`src/rtl/serial_frame_tx.sv`:
```
// Parallel-to-serial UART-style transmitter: start bit, LSB-first data, optional parity, stop bit(s).
// o_txd is registered and drops on the accepting edge; o_ready is high only while idle.
module serial_frame_tx #(
  parameter int DATA_W       = 8,
  parameter int CLKS_PER_BIT = 16,
  parameter int PARITY_EN    = 0,
  parameter int PARITY_ODD   = 0,
  parameter int STOP_BITS    = 1
) (
  input  logic              clk,
  input  logic              rst_n,
  input  logic              i_valid,
  output logic              o_ready,
  input  logic [DATA_W-1:0] i_data,
  output logic              o_txd,
  output logic              o_busy,
  output logic              o_done
);

  localparam int BAUD_W = $clog2(CLKS_PER_BIT);
  localparam int BIT_W  = (DATA_W > 1) ? $clog2(DATA_W) : 1;
  localparam logic [BAUD_W-1:0] BAUD_LAST = BAUD_W'(CLKS_PER_BIT - 1);
  localparam logic [BIT_W-1:0]  DATA_LAST = BIT_W'(DATA_W - 1);
  localparam logic [BIT_W-1:0]  STOP_LAST = BIT_W'(STOP_BITS - 1);

  typedef enum logic [2:0] {IDLE, START, DATA, PARITY, STOP} state_t;

  state_t              state, state_nxt;
  logic [BAUD_W-1:0]   baud_cnt;
  logic [BIT_W-1:0]    bit_cnt;
  logic [DATA_W-1:0]   shift;
  logic [DATA_W-1:0]   shift_nxt;
  logic                par;
  logic                txd;
  logic                accept;
  logic                bit_end;

  assign accept    = i_valid && (state == IDLE);
  assign bit_end   = (baud_cnt == BAUD_LAST);
  assign shift_nxt = shift >> 1;
  assign o_txd     = txd;

  always_ff @(posedge clk or negedge rst_n) begin
    if (!rst_n) state <= IDLE;
    else        state <= state_nxt;
  end

  always_comb begin
    state_nxt = state;
    case (state)
      IDLE:   if (accept) state_nxt = START;
      START:  if (bit_end) state_nxt = DATA;
      DATA:   if (bit_end && bit_cnt == DATA_LAST)
                state_nxt = (PARITY_EN != 0) ? PARITY : STOP;
      PARITY: if (bit_end) state_nxt = STOP;
      STOP:   if (bit_end && bit_cnt == STOP_LAST) state_nxt = IDLE;
      default: state_nxt = IDLE;
    endcase
  end

  always_comb begin
    o_ready = 1'b0;
    o_busy  = 1'b0;
    o_done  = 1'b0;
    o_ready = (state == IDLE);
    o_busy  = (state != IDLE);
    o_done  = (state == STOP) && bit_end && (bit_cnt == STOP_LAST);
  end

  // txd is loaded with the value of the bit about to start, so the line is a clean flop output.
  always_ff @(posedge clk or negedge rst_n) begin
    if (!rst_n) begin
      baud_cnt <= '0;
      bit_cnt  <= '0;
      shift    <= '0;
      par      <= 1'b0;
      txd      <= 1'b1;
    end else if (state == IDLE) begin
      baud_cnt <= '0;
      bit_cnt  <= '0;
      if (accept) begin
        shift <= i_data;
        par   <= (^i_data) ^ (PARITY_ODD != 0);
        txd   <= 1'b0;
      end
    end else if (!bit_end) begin
      baud_cnt <= baud_cnt + 1'b1;
    end else begin
      baud_cnt <= '0;
      case (state)
        START: txd <= shift[0];
        DATA: begin
          if (bit_cnt == DATA_LAST) begin
            bit_cnt <= '0;
            txd     <= (PARITY_EN != 0) ? par : 1'b1;
          end else begin
            bit_cnt <= bit_cnt + 1'b1;
            shift   <= shift_nxt;
            txd     <= shift_nxt[0];
          end
        end
        PARITY: txd <= 1'b1;
        STOP: begin
          txd <= 1'b1;
          if (bit_cnt == STOP_LAST) bit_cnt <= '0;
          else                      bit_cnt <= bit_cnt + 1'b1;
        end
        default: txd <= 1'b1;
      endcase
    end
  end

endmodule

```
`config.mk`:
```
export PLATFORM = sky130hd
export DESIGN_NAME = serial_frame_tx
export DESIGN_NICKNAME = d
export VERILOG_FILES = /design/src/rtl/serial_frame_tx.sv
export SDC_FILE = /design/constraint.sdc
export NUM_CORES = 1
export LEC_CHECK = 0
export CORE_AREA = 5 5 51 53
export DETAILED_ROUTE_END_ITERATION = 12
export DIE_AREA = 0 0 56 58
export PLACE_DENSITY = 0.82
export SYNTH_ARGS = -nofsm -noshare
export SYNTH_HDL_FRONTEND = slang
export SYNTH_SLANG_ARGS = --single-unit
export TNS_END_PERCENT = 10
```
`constraint.sdc`:
```
create_clock -name clk -period 3.5 [get_ports clk]
set_clock_uncertainty 0.1 [all_clocks]
set_input_delay 0.7 -clock clk [delete_from_list [all_inputs] [get_ports clk]]
set_output_delay 0.7 -clock clk [all_outputs]
set_load 0.005 [all_outputs]
```
# Word-level counts from Yosys, hierarchy flattened
# Cells that the tools add are included.
# W data, S select, Z words.
[totals]
regBits = 19
inputBits = 11
output_inout_bits = 4
word_cells = 57
[op_classes]
addsub = 2
n_eq_ne = 12
mux = 23
reduce_logical = 15
[op_table]
columns = ["operator", "count"]
rows = [
  ["$mux W8", 5],
  ["$mux W3", 9],
  ["$pmux W3 S5", 1],
  ["$ne A2 B2 Y1 const B", 5],
  ["$mux W4", 2],
  ["$eq A3 B2 Y1 const B", 2],
  ["$eq A3 B3 Y1 const B", 2],
  ["$logic_not A3 Y1", 2],
  ["$pmux W3 S2", 1],
  ["$reduce_bool A3 Y1", 2],
  ["$logic_and A1 B1 Y1", 5],
  ["$reduce_and A5 Y1", 1],
  ["$add A4 B1 Y4 const B", 1],
  ["$eq A4 B4 Y1 const B", 1],
  ["$mux W1", 4],
  ["$reduce_and A2 Y1", 2],
  ["$reduce_and A4 Y1", 1],
  ["$reduce_bool A2 Y1", 2],
  ["$add A3 B1 Y3 const B", 1],
  ["$eq A3 B1 Y1 const B", 1],
  ["$ne A2 B1 Y1 const B", 1],
  ["$pmux W1 S2", 1],
]

# Logic depth before layout (Yosys ltp)
# Gate-level depths: netlist of the first run.
[logic_depth]
word_depth = 5
mapped_depth = 6

# Least setup slack after synthesis of the first run
# No wires, ideal clock.
[synth_timing]
kind = "reg2out"
start = "reg state[1]"
end = "out o_busy"
arrival_time_ps = 1039
t_required_ps = 2700
setup_slack_ps = 1661
stages_incl_launch_ff = 5
path_cell_list = "dfrtp_1 > buf_6 > nor3_4 > buf_6 > inv_1"
[synth_via]
elab_chain_cells = 1
[synth_lines]
columns = ["item", "line", "source"]
rows = [
  ["from (decl)", "28", "state_t state, state_nxt;"],
  ["from (signal assigned)", "45", "else state <= state_nxt;"],
  ["$reduce_bool A3 Y1", "66", "o_busy = (state != IDLE);"],
  ["to (decl)", "16", "output logic o_busy,"],
]
# No other way between the ends.

# Final worst setup path of the first run
[layout_timing]
start = "reg baud_cnt[0]"
end = "out o_done"
[layout_via]
elab_chain_cells = 3
[layout_lines]
columns = ["item", "line", "source"]
rows = [
  ["from (decl)", "29", "logic [BAUD_W-1:0] baud_cnt;"],
  ["from (signal assigned)", "87", "baud_cnt <= baud_cnt + 1'b1;"],
  ["$eq A4 B4 Y1", "39", "assign bit_end = (baud_cnt == BAUD_LAST);"],
  ["$logic_and A1 B1 Y1 (2 in series)", "67", "o_done = (state == STOP) && bit_end && (bit_cnt == STOP_LAST);"],
  ["to (decl)", "17", "output logic o_done"],
]
# No other way between the ends.

==> results of run 1 <==
-- Yosys cell counts (all sizes together) --
| master | number |
|---|---|
| nand2b | 1 |
| nand4b | 2 |
| buf | 5 |
| nand3 | 2 |
| inv | 5 |
| a22oi | 1 |
| nor4 | 1 |
| nor2b | 3 |
| a2111oi | 1 |
| o21bai | 1 |
| a31oi | 2 |
| a22o | 1 |
| xnor2 | 1 |
| nor2 | 7 |
| nor3 | 4 |
| nand2 | 3 |
| a32o | 1 |
| dfrtp | 18 |
| and3 | 1 |
| and4b | 1 |
| mux2i | 1 |
| clkbuf | 1 |
| o2bb2ai | 3 |
| a21oi | 7 |
| nand3b | 2 |
| mux2 | 14 |
| ha | 4 |
| o21ai | 3 |
| o22ai | 1 |
| dfstp | 1 |
| o21ba | 1 |
-- where the power goes --
group | total [mW] | internal, mW | switching [mW]
clock | 0.114 | 0.0427 | 0.0712
sequential | 0.395 | 0.306 | 0.0898
combinational | 0.380 | 0.225 | 0.155
total | 0.890 | 0.574 | 0.316
-- logic make-up (layout without fill, tap and decap cells) --
logic type                 Yosys count  after routing  share of synthesized area [%]
and+or+nand+nor                     27             27                           14.7
adders and majority gates            4              4                           4.49
AOI/OAI and AO/OA                   22             22                           13.3
DFF                                 19             19                           42.8
xor gates and xnor gates             1              1                          0.787
muxes                               15             15                           17.4
buffers and inverters               11             24                           6.52
-- metal layers --
metal	vias to the layer above	track usage (%)
met5	-	0
met3	5	3.12
met2	14	27.4
li1	389	-
met4	0	7.12
met1	385	15.3
-- worst register-to-register path: stages, from the launching register on --
cell,delay [ps]
dfrtp_1,420
ha_1,210
ha_1,210
nor2_1,240
a32o_1,560
mux2_4,340
-- final cells by class --
type,count,area (um2),share of cell area [%]
inverter,5,18.8,1.48
clock inverter,1,5.00,0.394
sequential,19,477,37.5
multi-input combinational,69,564,44.4
timing repair buffer,15,148,11.6
clock buffer,3,22.5,1.77
tap,28,35.0,2.76
-- per-stage QoR --
step                      instance area (um2)  total power [mW]  util [%]
after global placement                   1240             0.758      59.0
after detailed placement                 1240             0.777      59.0
after CTS                                1270             0.896      60.3
final                                    1270             0.890      60.3
after floorplan                          1110             0.694         -
after global routing                     1270             0.956      60.3
-- state kept, by name, summed over array words and instances, names as in the netlist --
signal    cells
bit_cnt       3
shift         8
baud_cnt      4
state         3
o_txd         1
-- layout by cell type (no fill, tap or decap), types with 2 or more instances in the layout --
| cell type | instances |
|---|---|
| dfrtp_1 | 18 |
| clkdlybuf4s50_1 | 14 |
| nor2_1 | 7 |
| a21oi_1 | 7 |
| mux2_4 | 7 |
| mux2_2 | 6 |
| inv_1 | 5 |
| ha_1 | 4 |
| nor2b_1 | 3 |
| nor3_1 | 3 |
| nand2_1 | 3 |
| o21ai_0 | 3 |
| o2bb2ai_1 | 3 |
| clkbuf_4 | 3 |
| nand3_1 | 2 |
| nand4b_1 | 2 |
| nand3b_1 | 2 |
| a31oi_1 | 2 |
-- worst max-delay path by stage --
stage / start / end / slack [ps] / cells past startpoint
after floorplan: state[1]$_DFFE_PN0P_ / o_busy / 1660 / 4
after global placement: baud_cnt[0]$_DFF_PN0_ / o_done / 1140 / 4
after detailed placement: baud_cnt[0]$_DFF_PN0_ / o_done / 1070 / 4
after CTS: baud_cnt[0]$_DFF_PN0_ / o_done / 720 / 4
after global routing: baud_cnt[0]$_DFF_PN0_ / o_done / 600 / 4
final: baud_cnt[0]$_DFF_PN0_ / o_done / 720 / 4
==> flow_metrics.py, run 1 <==
metrics = {
    "grt": {
        "grt_pass1_vias": 840,
        "grt_pass1_wl_mm": 3.63,
        "grt-ovfl-total": 0,
        "grtUsageTotal_pct": 14.5,
        "grt_max_degree": 20,
        "antenna_found_initial": 0,
    },
    "synthesis": {
        "syn-num-nets": 114,
        "synthTopCellsByArea": "dfrtp_1 40%, mux2_4 9.4%, mux2_2 6.1%, ha_1 4.5%, buf_6 4.0%",
        "synth_top_area_share_pct": 40.4,
        "synth_largest_area_cell": "dfrtp_1",
        "syn_area_um2": 1110,
        "synth-seq-cells": 19,
        "avgSynthCellArea_um2": 11.2,
        "yosysUniqueCellTypes": 35,
        "yosysSeqAreaShare_pct": 42.8,
        "synthCells": 99,
        "ys_warn_count": 0,
    },
    "die": {
        "die_h_um": 58,
        "dieArea_um2": 3250,
        "coreArea_um2": 2110,
        "io_pins": 15,
        "die_w_um": 56,
        "rows": 17,
        "start_util_pct": 52.9,
    },
    "sta": {
        "tns_ps": 0,
        "worst_slack_ps": 718,
        "report.final.slew_viol_count": 0,
        "hold_ws_ps": 418,
        "fin_crit_ps": 2780,
        "tightest_slew_ps": 843,
        "clock.fmax_ghz": 0.359,
        "hold_viol": 0,
        "final-setup-viol-count": 0,
        "min_period_over_period_pct": 79.5,
        "relSlewSlack_pct": 43.6,
        "rsz0062_at_grt": "false",
    },
    "drt": {
        "first_pass_iters": 4,
        "met3_length_um": 77,
        "num_vias": 793,
        "ant_nets": 0,
        "wl_met1_um": 940,
        "drc": 0,
        "viasPerCell": 5.66,
        "highest_layer": "met4",
        "dr_wl_met2_mm": 1.06,
        "drt_iter0_drc": 23,
        "wirelength_mm": 2.12,
        "wire_per_inst_um": 15.1,
    },
    "critical_path": {
        "reg2reg_to": "shift[6]$_DFFE_PN0P_",
        "arrival_ps": 1980,
        "start_kind": "flip-flop",
        "end_kind": "output pin",
        "cpMaxStageDelayCell": "clkdlybuf4s50_1",
        "ff2ff_path_depth": 5,
        "worstSetupPathType": "flip-flop to output pin",
        "cp.required_ps": 2700,
        "r2r_slack_ps": 1310,
        "crit_family": "buffers and inverters",
        "worstPathCellList": "ha_1 -> nand3_1 -> nor3_1 -> clkdlybuf4s50_1",
        "cpPeakStageDelay_ps": 530,
        "timing.rr.start": "bit_cnt[0]$_DFFE_PN0P_",
        "critical_path_buf_inv_count": 1,
        "crit_fanout": 6,
    },
    "clock_tree": {
        "cts_hold_buf": 0,
        "cts_made_buffers": 3,
        "clock-sinks": 19,
        "cts_resized": 0,
        "cts.reportedPaths.clkPinSlew_ps": 100,
        "post_cts_buffers": 0,
        "clk_latency_ps": 310,
        "root_buffer": "clkbuf_4",
        "cts_tree": "done",
        "clockBufferDepth": 2,
        "cts_max_level": 1,
    },
    "outcome": {
        "status": "finished, final reports clean",
    },
    "hold_path": {
        "worstHoldEndpoint": "baud_cnt[0]$_DFF_PN0_",
        "hold_class": "flip-flop to flip-flop",
        "min_path_cells": 1,
        "hold_start": "baud_cnt[0]$_DFF_PN0_",
    },
    "layout": {
        "diodes": 0,
        "drive_gt1_share_pct": 19.6,
        "area_delta_synth_final_pct": 14.0,
        "fillers": 187,
        "finalNonFillerCells": 140,
        "nets": 128,
    },
    "place": {
        "hpwlAfterDp_mm": 1.49,
        "preCtsSetupSlack_ps": 1070,
        "place.gp.congestion": 0.794,
        "numPlacedInstances": 136,
        "io_buffer_count": 14,
    },
    "power": {
        "ir_drop_mv": 0.450,
        "power.density_nw_per_um2": 701,
        "p_leak_nw": 0.537,
    },
    "flow_run": {
        "drv_cap": 0,
    },
}
No activity file was read; power rests on OpenSTA's default activity.
==> inputs of run 2 (changes only) <==
--- a/config.mk
+++ b/config.mk
@@ -5,10 +5,10 @@
 export SDC_FILE = /design/constraint.sdc
 export NUM_CORES = 1
 export LEC_CHECK = 0
-export CORE_AREA = 5 5 51 53
+export CORE_AREA = 5 5 55 57
 export DETAILED_ROUTE_END_ITERATION = 12
-export DIE_AREA = 0 0 56 58
-export PLACE_DENSITY = 0.82
+export DIE_AREA = 0 0 60 62
+export PLACE_DENSITY = 0.75
 export SYNTH_ARGS = -nofsm -noshare
 export SYNTH_HDL_FRONTEND = slang
 export SYNTH_SLANG_ARGS = --single-unit
==> constraint.sdc (replaced) <==
create_clock -name clk -period 2.4 [get_ports clk]
set_clock_uncertainty 0.1 [all_clocks]
set_input_delay 0.48 -clock clk [delete_from_list [all_inputs] [get_ports clk]]
set_output_delay 0.48 -clock clk [all_outputs]
set_load 0.005 [all_outputs]
==> flow_metrics.py, run 2 (synthesis gave the netlist of run 1 again) <==
metrics = {
    "outcome": {
        "status": "finished, final reports clean",
    },
    "layout": {
        "largest_registers": "shift: 8 flops, baud_cnt: 4 flops",
        "final_common_cell": "dfrtp_1",
        "final_cell_mix": "18 x dfrtp_1, 13 x clkdlybuf4s50_1, 7 x a21oi_1, 7 x mux2_4, 7 x buf_4",
        "fin_area_um2": 1340,
        "nets": 134,
        "post-route-util_pct": 55.1,
        "drive_gt1_share_pct": 26.3,
        "largest_reg_flops": 8,
        "largest-register": "shift",
        "area_delta_synth_final_pct": 20.3,
        "diodes": 0,
    },
    "power": {
        "p_leak_nw": 0.584,
        "power.density_nw_per_um2": 1010,
        "clkPwrFrac_pct": 11.9,
        "switchingPower_mw": 0.464,
        "ir_drop_mv": 0.497,
        "combPwrFrac_pct": 47.3,
        "sw_frac_of_total_pct": 34.4,
        "intPower_mw": 0.884,
        "seq_power_share_pct": 40.8,
    },
    "grt": {
        "grt_pass1_wl_mm": 3.57,
        "antenna_found_initial": 0,
        "grt-ovfl-total": 0,
        "grtUsageTotal_pct": 12.8,
        "grt_max_degree": 20,
        "grt_pass1_vias": 793,
    },
    "drt": {
        "num_vias": 815,
        "drt_iter0_drc": 25,
        "drc": 0,
        "wirelength_mm": 2.10,
        "wire_per_inst_um": 14.2,
        "ant_nets": 0,
        "viasPerCell": 5.51,
        "first_pass_iters": 4,
    },
    "clock_tree": {
        "cts_made_buffers": 3,
        "cts.reportedPaths.clkPinSlew_ps": 110,
        "cts_tree": "done",
        "root_buffer": "clkbuf_4",
        "clockBufferDepth": 2,
        "cts_hold_buf": 0,
        "clk_latency_ps": 290,
        "cts_max_level": 1,
        "clock-sinks": 19,
    },
    "die": {
        "coreArea_um2": 2430,
        "die_h_um": 62,
        "die_w_um": 60,
        "dieArea_um2": 3720,
        "rows": 18,
        "io_pins": 15,
        "start_util_pct": 45.8,
    },
    "critical_path": {
        "worstSetupPathType": "flip-flop to output pin",
        "worstPathCellList": "buf_4 -> nor3_4 -> clkdlybuf4s50_1",
        "cpPeakStageDelay_ps": 540,
        "arrival_ps": 1670,
        "crit_fanout": 6,
        "end_kind": "output pin",
        "cpMaxStageDelayCell": "clkdlybuf4s50_1",
        "cp.required_ps": 1820,
        "start_kind": "flip-flop",
    },
    "place": {
        "io_buffer_count": 14,
        "preCtsSetupSlack_ps": 294,
        "placed_area_um2": 1280,
        "place.gp.congestion": 0.824,
        "hpwlAfterDp_mm": 1.51,
    },
    "sta": {
        "relSlewSlack_pct": 71.0,
        "hold_viol": 0,
        "tightest_slew_ps": 435,
        "final-setup-viol-count": 0,
        "min_period_over_period_pct": 93.9,
        "rsz0062_at_grt": "false",
        "tns_ps": 0,
        "clock.fmax_ghz": 0.444,
        "report.final.slew_viol_count": 0,
        "fin_crit_ps": 2250,
        "worst_slack_ps": 146,
    },
    "flow_run": {
        "drv_cap": 0,
    },
    "hold_path": {
        "hold_class": "input pin to asynchronous set/reset pin",
    },
}
[run 2: cell type report]
| type | instances | area, um2 |
|---|---|---|
| clock buffer | 3 | 22.5 |
| sequential | 19 | 477 |
| tap | 30 | 37.5 |
| clock inverter | 1 | 5.00 |
| multi-input combinational | 69 | 584 |
| fill | 210 | 1090 |
| timing repair buffer | 21 | 195 |
| inverter | 5 | 18.8 |
[run 2: worst max-delay path: cells and delay by family, from the launching register on]
family        cells  cell delay (ps)
flops             1              440
buf+inv           2              720
simple gates      1              210
[run 2: per-stage QoR]
step	power [mW]	cells	hold WS [ps]
2_1_floorplan	1.01	99	84.4
3_3_place_gp	1.13	143	373
3_5_place_dp	1.15	143	390
4_1_cts	1.32	147	407
5_1_grt	1.45	148	409
6_report	1.35	148	408
[run 2: power by group through the flow]
stage	clock (mW)	sequential, mW	combinational (mW)
5_1_grt	0.183	0.565	0.707
6_report	0.160	0.550	0.638
3_5_place_dp	0	0.550	0.603
4_1_cts	0.166	0.545	0.610
3_3_place_gp	0	0.545	0.590
2_1_floorplan	0	0.524	0.488
[run 2: path summary, 6_finish.rpt]
| path | from | to | slack (ps) | cells past startpoint |
|---|---|---|---|---|
| max | state[1]$_DFFE_PN0P_ | o_ready | 150 | 3 |
| min | rst_n | state[1]$_DFFE_PN0P_ | 410 | 2 |
| max reg2reg | state[1]$_DFFE_PN0P_ | shift[6]$_DFFE_PN0P_ | 450 | 6 |
| min reg2reg | shift[4]$_DFFE_PN0P_ | shift[4]$_DFFE_PN0P_ | 420 | 1 |
| max in group asynchronous | rst_n | o_txd$_DFFE_PN1P_ | 1530 | 2 |
| min in group clk | shift[4]$_DFFE_PN0P_ | shift[4]$_DFFE_PN0P_ | 420 | 1 |
[run 2: metal layers]
layer / GRT usage (%) / vias to the layer above / part of all wire [%]
met5: 0 / - / 0
met4: 5.38 / 0 / 0.48
met3: 2.89 / 2 / 6.0
met2: 19.1 / 29 / 43
met1: 17.9 / 385 / 50
li1: - / 399 / -
[run 2: what timing repair did]
| action | in CTS | in global routing |
|---|---|---|
| endpoints found under the setup margin | 1 | 1 |
| buffers inserted | 0 | 1 |
| gates resized for setup | 1 | 4 |
==> inputs of run 3 (changes only) <==
--- a/config.mk
+++ b/config.mk
@@ -6,6 +6,7 @@
 export NUM_CORES = 1
 export LEC_CHECK = 0
 export CORE_AREA = 5 5 55 57
+export CTS_CLUSTER_SIZE = 28
 export DETAILED_ROUTE_END_ITERATION = 12
 export DIE_AREA = 0 0 60 62
 export PLACE_DENSITY = 0.75
==> results of run 3 <==
No change in the layout: final DEF, timing and power equal those of run 2.
